## config.mk

```make
export PLATFORM = sky130hd
export DESIGN_NAME = game_timer_ctrl
export DESIGN_NICKNAME = d
export VERILOG_FILES = /design/src/rtl/game_timer_ctrl.sv
export SDC_FILE = /design/constraint.sdc
export NUM_CORES = 1
export LEC_CHECK = 0
export BUFFER_PORTS_ARGS = -buffer_cell sky130_fd_sc_hd__buf_2
export CORE_AREA = 2 2 59 61
export CTS_CLUSTER_DIAMETER = 100
export DETAILED_ROUTE_END_ITERATION = 6
export DIE_AREA = 0 0 61 63
export GPL_TIMING_DRIVEN = 0
export HOLD_SLACK_MARGIN = 0.02
export PLACE_DENSITY = 0.76
export SETUP_SLACK_MARGIN = 0.5
export SLEW_MARGIN = 5
export SYNTH_ARGS = -nofsm -noshare
export SYNTH_HDL_FRONTEND = slang
export SYNTH_SLANG_ARGS = --single-unit
```

## constraint.sdc

```tcl
create_clock -name clk -period 2.34 [get_ports clk]
set_input_delay 0.468 -clock clk [delete_from_list [all_inputs] [get_ports clk]]
set_output_delay 0.468 -clock clk [all_outputs]
set_load 0.03 [all_outputs]
```

## src/rtl/game_timer_ctrl.sv

```systemverilog
// Frame-synchronous match timer: one tick per video frame from the scan origin,
// frames divided into seconds, and a command-driven countdown (IDLE/RUN/PAUSE/EXPIRED).
module game_timer_ctrl #(
    parameter int unsigned  FRAMES_PER_SEC = 60,
    parameter int unsigned  MAX_SECONDS    = 999,
    localparam int unsigned FDW            = $clog2(FRAMES_PER_SEC)
) (
    input  logic           clk,
    input  logic           reset,
    input  logic [9:0]     pixel_x,
    input  logic [9:0]     pixel_y,
    input  logic           cmd_valid,
    input  logic [1:0]     cmd_op,
    input  logic [9:0]     cmd_data,
    output logic           cmd_ready,
    output logic [9:0]     seconds_left,
    output logic [FDW-1:0] frame_div,
    output logic [1:0]     state,
    output logic           sec_tick,
    output logic           expired,
    output logic           cmd_err
);

    localparam int unsigned SW = 10;
    localparam logic [SW-1:0]  MAX_S     = SW'(MAX_SECONDS);
    localparam logic [FDW-1:0] FDIV_LAST = FDW'(FRAMES_PER_SEC - 1);

    localparam logic [1:0] OP_LOAD  = 2'b00;
    localparam logic [1:0] OP_START = 2'b01;
    localparam logic [1:0] OP_PAUSE = 2'b10;
    localparam logic [1:0] OP_CLEAR = 2'b11;

    typedef enum logic [1:0] {
        S_IDLE  = 2'd0,
        S_RUN   = 2'd1,
        S_PAUSE = 2'd2,
        S_EXP   = 2'd3
    } state_t;

    state_t         state_q, state_d;
    logic [SW-1:0]  secs_d;
    logic [FDW-1:0] fdiv_d;
    logic           sec_tick_d, expired_d, cmd_err_d;
    logic           at_origin, at_origin_d;
    logic           frame_tick;
    logic           cmd_acc;

    // Rising edge of "scan at origin" gives exactly one tick per frame.
    assign at_origin  = (pixel_x == 10'd0) && (pixel_y == 10'd0);
    assign frame_tick = at_origin & ~at_origin_d;
    assign cmd_ready  = ~frame_tick;
    assign cmd_acc    = cmd_valid & cmd_ready;
    assign state      = state_q;

    always_ff @(posedge clk or negedge reset) begin
        if (!reset) begin
            at_origin_d  <= 1'b1;
            state_q      <= S_IDLE;
            seconds_left <= '0;
            frame_div    <= '0;
            sec_tick     <= 1'b0;
            expired      <= 1'b0;
            cmd_err      <= 1'b0;
        end else begin
            at_origin_d  <= at_origin;
            state_q      <= state_d;
            seconds_left <= secs_d;
            frame_div    <= fdiv_d;
            sec_tick     <= sec_tick_d;
            expired      <= expired_d;
            cmd_err      <= cmd_err_d;
        end
    end

    // Commands and ticks are mutually exclusive because cmd_ready drops on a tick.
    always_comb begin
        state_d    = state_q;
        secs_d     = seconds_left;
        fdiv_d     = frame_div;
        sec_tick_d = 1'b0;
        expired_d  = 1'b0;
        cmd_err_d  = 1'b0;

        if (cmd_acc) begin
            unique case (cmd_op)
                OP_LOAD: begin
                    if (state_q == S_RUN) begin
                        cmd_err_d = 1'b1;
                    end else begin
                        secs_d  = (cmd_data > MAX_S) ? MAX_S : cmd_data;
                        fdiv_d  = '0;
                        state_d = S_IDLE;
                    end
                end
                OP_START: begin
                    if (state_q == S_IDLE || state_q == S_PAUSE) begin
                        if (seconds_left != '0) begin
                            state_d = S_RUN;
                        end else begin
                            cmd_err_d = 1'b1;
                        end
                    end else if (state_q == S_EXP) begin
                        cmd_err_d = 1'b1;
                    end
                end
                OP_PAUSE: begin
                    if (state_q == S_RUN) begin
                        state_d = S_PAUSE;
                    end else begin
                        cmd_err_d = 1'b1;
                    end
                end
                OP_CLEAR: begin
                    secs_d  = '0;
                    fdiv_d  = '0;
                    state_d = S_IDLE;
                end
                default: ;
            endcase
        end else if (frame_tick && state_q == S_RUN) begin
            if (frame_div != FDIV_LAST) begin
                fdiv_d = frame_div + FDW'(1);
            end else begin
                fdiv_d     = '0;
                sec_tick_d = 1'b1;
                if (seconds_left != '0) begin
                    secs_d = seconds_left - SW'(1);
                end
                if (seconds_left == SW'(1)) begin
                    state_d   = S_EXP;
                    expired_d = 1'b1;
                end
            end
        end
    end

endmodule

```

# Word-level counts from Yosys, hierarchy flattened
# Index checks and enable logic that the tools add are counted.
# word_totals
regBits	22
in_bits	35
output_inout_bits	22
# op_classes
addsub	2
n_lt_le_gt_ge	1
n_eq_ne	14
mux	35
bitwise	4
n_reduce_logical	14
# op_table
op	count
10-bit two-way mux	6
6-bit two-way mux	4
10-bit logical NOT	2
10-bit one-hot mux with 2 select lines	1
2-bit two-way mux	8
1-bit two-way mux	13
3-bit != test (second input constant)	4
6-bit one-hot mux with 2 select lines	1
10-bit by 1-bit == test with 1-bit output (second input constant)	1
10-bit > comparator (second input constant)	1
10-bit nonzero test	1
10-bit by 1-bit subtractor with 10-bit output (second input constant)	1
2-bit == test (second input constant)	4
2-bit one-hot mux with 4 select lines	1
7-bit AND reduction	1
6-bit by 1-bit adder with 6-bit output (second input constant)	1
6-bit != test (second input constant)	1
2-bit nonzero test	3
5-bit AND reduction	1
2-bit by 1-bit == test with 1-bit output (second input constant)	2
2-bit logical NOT	2
3-bit by 1-bit != test with 1-bit output (second input constant)	1
1-bit one-hot mux with 3 select lines	1
3-bit AND reduction	1
other kinds (5)	8

# Longest topological paths before layout
# Gate-level depths: netlist of run 1.
# depth
ltp_word	7
depth_mapped	9

# Worst setup path before layout of run 1
# No wires, ideal clock.
# synth_timing
path_kind	register to register
startpoint	register frame_div[0]
endpoint	register seconds_left[9]
setup_time_ns	0.121
arrival_time_ns	2.002
path_slack_ns	0.217
path_stages_with_launch	9
path_buffers	1
synth_period_minus_slack_ns	2.123
path_cell_list	dfrtp_1 > ha_1 > nand2b_1 > or3_1 > clkbuf_1 > nor2_1 > a22o_2 > o21ai_1 > a22o_1
# synth_between
elab_chain_len	3
# synth_rtl
element	line_no	rtl
from (decl)	17	output logic [FDW-1:0] frame_div,
from (signal assigned)	68	frame_div <= fdiv_d;
6-bit != test	121	if (frame_div != FDIV_LAST) begin
2-bit != test (no source line)	n/a	
5-bit AND reduction (no source line)	n/a	
to (signal assigned)	67	seconds_left <= secs_d;
to (decl)	16	output logic [9:0] seconds_left,
# Every way passes these cells.
# A chain may end at the register's enable or synchronous reset.

# Worst setup path after layout of run 1
# layout_timing
startpoint	input port pixel_y[5]
endpoint	output port cmd_ready
# layout_between
elab_chain_len	4
# layout_rtl
element	line_no	rtl
from (decl)	11	input logic [9:0] pixel_y,
10-bit logical NOT	49	assign at_origin = (pixel_x == 10'd0) && (pixel_y == 10'd0);
1-bit logical AND	49	
1-bit bitwise AND	50	assign frame_tick = at_origin & ~at_origin_d;
1-bit inverter	51	assign cmd_ready = ~frame_tick;
to (decl)	15	output logic cmd_ready,
# Every way passes these cells.

==> out/results.tsv, run 1 <==
stage	metric	value	unit
critical_path	Req. time, crit path	1.87	ns
timing	RSZ-0062 raised after global routing	true	
place	port bufs	56	
synth	Ys Warns	0	
finish	Area Growth Syn to Fin	62.43	%
critical_path	crit-path max cell delay	0.34	ns
critical_path	Worst Setup SP	pixel_y[5]	
global_routing	gr ovfl total	0	
global_routing	largest net degree at the start of global routing	23	
clock_tree	Clock Tree Root	clkbuf_4	
critical_path	FF-to-FF End	seconds_left[7]$_DFFE_PN0P_	
synth	top cells by area, synth	dfrtp_1 36%, nor2_1 5.1%, nor4_2 5.1%	
synth	async set-reset flop share out of synthesis	100.0	%
synth	top cell type's share of synthesized area	35.62	%
critical_path	Arr. time, crit path	1.49	ns
place	GP Congestion	0.8891	
clock_tree	H-tree Lvls	1	
synth	Most used DFF post-synth	dfrtp_1	
clock_tree	clock latency on the worst-skew pair	0.32	ns
synth	post-synthesis instance total	168	
synth	Post-synth top cells	21 x dfrtp_1, 20 x nor2_1, 13 x nand2_1	
finish	Net count, final	296	
run_status	status	completed	
critical_path	Worst setup EP type	primary output	
finish	filler cell count	245	
synth	syn_nets	207	
synth	Synth area leader	dfrtp_1	
clock_tree	CTS buffer count	3	
route	DR vias/cell	5.811	
route	routed len/inst	16.49	µm
timing	Final Slew Violations	0	
synth	Post-synth EDFFs	0	
critical_path	reg-to-reg startpoint	seconds_left[5]$_DFFE_PN0P_	
route	via count	1755	
power_and_ir_drop	Pwr per Cell Area	530.2	nW/µm²
floorplanning	area of the core	3232	µm²
clock_tree	CTS max path bufs	2	
synth	Avg Cell Area, Syn	8.781	µm²
synth	post-synthesis sequential area ratio	37.40	%
clock_tree	CTS tree	built	
floorplanning	die area	3843	µm²
worst_hold_path	Hold WC Path Type	input port to async pin	
floorplanning	chip width	61	µm
critical_path	crit path launch type	input port	
timing	Setup-failing EPs final	0	
place	DP HPWL	2991	µm
route	WL final	4979	µm
route	initial DRC count	156	
synth	Synth Register Bits	22	
critical_path	worst reg-to-reg path cell count	7	
critical_path	Crit Path Category	input port to primary output	
timing	Final min period	1.958	ns
power_and_ir_drop	VDD IR max	0.2228	mV
floorplanning	I/O Pins	57	
route	post-route ant nets	0	
synth	most common cell in the synthesized netlist	dfrtp_1	
critical_path	CP Cell Sequence	buf_2 -> nor4_4 -> nand3_4 -> or3_4 -> buf_6	
timing	Hold Vio Cnt, Final	0	
timing	headroom to the max-slew limit	66.50	%
global_routing	first-pass GRT wire length	7286	µm
synth	Post-Syn Area	1475	µm²
timing	setup TNS	0	ns
timing	maximum clock rate	510.8	MHz
timing	clk_skew	0.001075	ns
finish	ANT cells	0	
global_routing	initial antenna violation count	0	
global_routing	vias in the first global route	1607	
critical_path	Slowest-stage cell, CP	or3_4	
power_and_ir_drop	leakage	0.001099	µW
floorplanning	Initial Util	45.64	%
floorplanning	Die Y	63	µm
synth	synth unique cells	46	
timing	fin crit share	83.65	%
finish	final instance area	2396	µm²
finish	share of post-route cells with drive strength above 1	56.25	%
job	maximum capacitance violations	0	
floorplanning	Cell Rows	21	
timing	Slew @ Worst Pin	0.5025	ns
critical_path	Reg2Reg Setup Slack	0.45	ns
global_routing	GRT Overall Usage	25.13	%
route	# DRC	0	
critical_path	crit-path max FO	3	
place	DP Area	1903	µm²
clock_tree	number of clock sinks	22	
clock_tree	clock-pin slew on the worst setup and hold paths	0.13	ns
route	Pre-antenna DRT Iters	5	
where the power goes:
part	internal [µW]	switching [µW]	total [µW]
combinational	212	299	511
sequential	434	103	537
clock	95.4	128	223
total	741	529	1270
stage by stage:
| stage | worst slack, ns | cells | utilization (%) | hold slack [ns] | power (µW) |
|---|---|---|---|---|---|
| after global placement | 0.01405 | 270 | 58.89 | 0.4814 | 919.6 |
| after detailed placement | 0.01229 | 270 | 58.89 | 0.4725 | 926.2 |
| after global routing | 0.3349 | 302 | 74.14 | 0.1043 | 1343 |
| after floorplan | 0.3892 | 168 | - | 0.1724 | 777.9 |
| after CTS | 0.3787 | 292 | 68.56 | 0.1150 | 1210 |
| final | 0.3825 | 302 | 74.14 | 0.08805 | 1270 |
worst max-delay path: cells and delay by family:
family                 cells  cell delay, ns
buffers and inverters      2            0.25
and+or+nand+nor            3            0.76
flip-flops by register name, summed over array words and instances (netlist names):
name	flops
expired	1
cmd_err	1
sec_tick	1
at_origin_d	1
state	2
frame_div	6
seconds_left	10
metal layers:
metal	vias to the layer above	track usage (%)	share of wire [%]
li1	817	-	-
met1	837	31.86	39
met2	85	40.86	52
met3	16	5.383	6.8
met4	0	9.511	2.8
met5	-	0	0
cell type report:
type | instances | area, µm² | area share [%]
timing repair buffer | 84 | 551.8 | 23.03
clock buffer | 4 | 36.28 | 1.514
sequential | 22 | 558.0 | 23.29
buffer | 6 | 63.81 | 2.663
tap | 46 | 57.56 | 2.402
multi-input combinational | 135 | 1110 | 46.32
inverter | 5 | 18.77 | 0.7833
repair_timing:
action	4_1_cts	5_1_grt
setup endpoints to repair	12	18
cloned	1	1
gates resized for setup	30	24
pin swaps	13	17
hold buffers	0	0
endpoints found under the hold margin	0	0
setup buffers	17	9
worst max path at each step:
stage / cells after the start / slack [ns] / end
final: 5 / 0.38 / cmd_ready
after global routing: 5 / 0.33 / cmd_ready
after CTS: 5 / 0.38 / cmd_ready
after detailed placement: 8 / 0.01 / seconds_left[4]$_DFFE_PN0P_
after global placement: 8 / 0.01 / seconds_left[4]$_DFFE_PN0P_
after floorplan: 8 / 0.39 / seconds_left[9]$_DFFE_PN0P_
cells by family (layout without fill, tap and decap cells):
logic type / Yosys count / count (layout) / synth area share (%)
simple gates: 74 / 74 / 28.50
compound gates: 55 / 55 / 25.79
flops: 22 / 22 / 37.40
buf+inv: 11 / 99 / 3.478
fa+ha+maj: 4 / 4 / 3.393
mux: 2 / 2 / 1.442
layout by cell type (no fill, tap or decap), types with 6 or more instances in the layout:
cell type	instances
nor4_4	9
buf_2	52
nand2_1	12
buf_4	22
buf_6	11
nand3_1	9
o21ai_0	9
nor2_1	15
a21oi_2	6
dfrtp_1	16
o21ai_1	6
a31oi_1	8
a21oi_1	6
Note: power is estimated with default switching activity, not from simulation.
==> run 2: changes to the inputs <==
- CORE_AREA: 2 2 59 61 -> 2 2 61 63
- DIE_AREA: 0 0 61 63 -> 0 0 63 65
- PLACE_DENSITY: 0.76 -> 0.75
- clock period: 2.34 -> 1.7 ns (I/O delays scaled with it)
==> run 2 against run 1 <==
Net effect:
- the run now ends with negative setup slack left
- core utilization increased by 8.5 points
- final cell count increased by 8.9%
- first-iteration DRC count increased by 53%
- worst hold slack improved by 0.24 ns
- sequential power increased by 36%
- clock-buffer cell count unchanged
- sequential cell count unchanged
- critical path depth increased by 3
- via count increased by 9.3%
- combinational power increased by 100%
- global-route usage increased by 1.1 points
- clock skew increased by 0.018 ns
==> out/results.tsv, run 2 (synthesis results as in run 1) <==
stage	metric	value	unit
run_status	failing checks	negative setup slack	
global_routing	first-pass GRT wire length	8452	µm
power_and_ir_drop	Gate power share	49.9	%
critical_path	crit-path max FO	7	
critical_path	FF-to-FF End	seconds_left[6]$_DFFE_PN0P_	
place	DP Area	1974	µm²
timing	RSZ-0062 raised after global routing	true	
critical_path	crit path launch type	flop	
route	post-route ant nets	0	
finish	max reg flops	10	
critical_path	Crit Path Category	flop to flop	
critical_path	crit-path max cell delay	0.46	ns
timing	Hold Vio Cnt, Final	0	
critical_path	CP most frequent cell	o21ai_1	
global_routing	met1 Use GR	34.43	%
clock_tree	number of clock sinks	22	
critical_path	Arr. time, crit path	2.10	ns
timing	Final Slew Violations	0	
timing	headroom to the max-slew limit	65.32	%
finish	Most flops, register	seconds_left	
finish	most frequent cells in the layout	53 x buf_6, 28 x buf_2, 28 x buf_4, 17 x nor2_1, 11 x dfrtp_2	
worst_hold_path	Hold Path End	seconds_left[7]$_DFFE_PN0P_	
floorplanning	die area	4095	µm²
critical_path	CP Cell Sequence	nand2b_1 -> or3_1 -> clkbuf_8 -> nor2_4 -> a22oi_4 -> buf_6 -> o21ai_1 -> o21ai_1	
global_routing	met3 GRT Util	2.951	%
global_routing	gr ovfl total	0	
route	initial DRC count	238	
place	DP HPWL	2921	µm
floorplanning	chip width	63	µm
floorplanning	Die Y	65	µm
clock_tree	clock-pin slew on the worst setup and hold paths	0.15	ns
timing	Slew @ Worst Pin	0.5202	ns
floorplanning	I/O Pins	57	
worst_hold_path	Hold WC Path Type	input port to flop	
power_and_ir_drop	Sw Ratio	39.65	%
route	# DRC	0	
route	DR vias/cell	5.830	
floorplanning	area of the core	3496	µm²
clock_tree	CTS buffer count	3	
global_routing	initial antenna violation count	0	
timing	clk_skew	0.01885	ns
critical_path	Reg2Reg Setup Slack	-0.18	ns
timing	Final min period	1.877	ns
timing	WHS	0.3329	ns
timing	maximum clock rate	532.9	MHz
power_and_ir_drop	VDD IR max	0.6346	mV
critical_path	reg-to-reg startpoint	frame_div[2]$_DFFE_PN0P_	
route	Pre-antenna DRT Iters	4	
floorplanning	Initial Util	42.20	%
route	routed len/inst	19.78	µm
global_routing	largest net degree at the start of global routing	23	
global_routing	vias in the first global route	1766	
worst_hold_path	WHS Path Cells	3	
power_and_ir_drop	Pwr per Cell Area	722.0	nW/µm²
global_routing	GR Layer Usage met2	45.08	%
place	GP Congestion	0.8164	
power_and_ir_drop	leakage	0.001288	µW
finish	Area Growth Syn to Fin	95.76	%
route	WL final	6507	µm
finish	commonest non-fill, non-tap cell in the layout	buf_6	
timing	final worst slack	-0.1765	ns
critical_path	Req. time, crit path	1.93	ns
clock_tree	CTS tree	built	
finish	Net count, final	321	
power_and_ir_drop	Net Sw Power	826.6	µW
critical_path	Slowest-stage cell, CP	dfrtp_1	
floorplanning	Cell Rows	22	
route	via count	1918	
clock_tree	CTS max path bufs	2	
run_status	status	complete, but fails checks	
global_routing	Most Crowded Layer GR	met2	
job	maximum capacitance violations	0	
power_and_ir_drop	Cell Int Power	1258	µW
finish	final instance area	2888	µm²
timing	Setup-failing EPs final	17	
global_routing	GRT Overall Usage	26.20	%
critical_path	Worst setup EP type	flop	
finish	ANT cells	0	
timing	fin crit share	110.4	%
clock_tree	Clock Tree Root	clkbuf_4	
power_and_ir_drop	Clock power frac	15.0	%
worst_hold_path	HP Start	cmd_data[7]	
power_and_ir_drop	power share of the sequential group	35.1	%
clock_tree	H-tree Lvls	1	
finish	share of post-route cells with drive strength above 1	64.41	%
place	port bufs	56	
critical_path	worst reg-to-reg path cell count	8	
clock_tree	clock latency on the worst-skew pair	0.33	ns
==> run 2: layout make-up <==
type / count / area (µm²)
Buffer: 6 / 65.06
Clock buffer: 4 / 36.28
Fill cell: 190 / 608.1
Inverter: 5 / 21.27
Multi-Input combinational cell: 135 / 1187
Sequential cell: 22 / 565.5
Tap cell: 48 / 60.06
Timing Repair Buffer: 109 / 952.2
==> run 2: how the worst max path moves through the flow <==
stage,slack (ns),cells after the start,endpoint,from
after floorplan,-0.15,7,seconds_left[8]$_DFFE_PN0P_,frame_div[1]$_DFFE_PN0P_
after global placement,-0.41,8,seconds_left[4]$_DFFE_PN0P_,pixel_y[3]
after detailed placement,-0.45,8,seconds_left[4]$_DFFE_PN0P_,pixel_y[3]
after CTS,-0.09,9,seconds_left[7]$_DFFE_PN0P_,pixel_y[7]
after global routing,-0.26,9,frame_div[4]$_DFFE_PN0P_,pixel_y[9]
final,-0.18,8,seconds_left[6]$_DFFE_PN0P_,frame_div[2]$_DFFE_PN0P_
==> run 2: power by group through the flow <==
stage,clock (µW),sequential (µW),combinational (µW)
after floorplan,0,858,251
final,313,732,1040
after CTS,311,728,837
after global routing,340,737,1090
after detailed placement,0,732,583
after global placement,0,731,578
==> run 2: what timing repair did <==
item / in CTS / in global routing
hold buffers: 1 / 0
gates resized for setup: 83 / 46
setup endpoints to repair: 43 / 43
hold endpoints to repair: 21 / 0
buffers inserted: 30 / 20
pin swaps: 14 / 16
cloned: 1 / 1
==> run 2: per-layer routing <==
| layer | vias up | wire length (µm) |
|---|---|---|
| met3 | 27 | 380 |
| met5 | - | 0 |
| met4 | 0 | 262 |
| met2 | 91 | 3343 |
| met1 | 937 | 2521 |
| li1 | 863 | - |
==> run 2: metrics by stage <==
step	util [%]	setup TNS (ns)	std cells	power [µW]	setup WS [ns]
after floorplan	-	-1.528	168	1109	-0.1548
after global placement	56.48	-6.293	272	1309	-0.4094
after detailed placement	56.48	-6.954	272	1316	-0.4535
after CTS	73.09	-0.8030	308	1876	-0.09300
after global routing	82.61	-2.702	329	2172	-0.2637
final	82.61	-1.685	329	2085	-0.1765
==> run 2: worst max-delay path: cells and delay by family, from the launching register on <==
kind | cells | cell delay, ns
buf+inv | 2 | 0.34
compound gates | 3 | 0.35
flops | 1 | 0.46
simple gates | 3 | 0.62
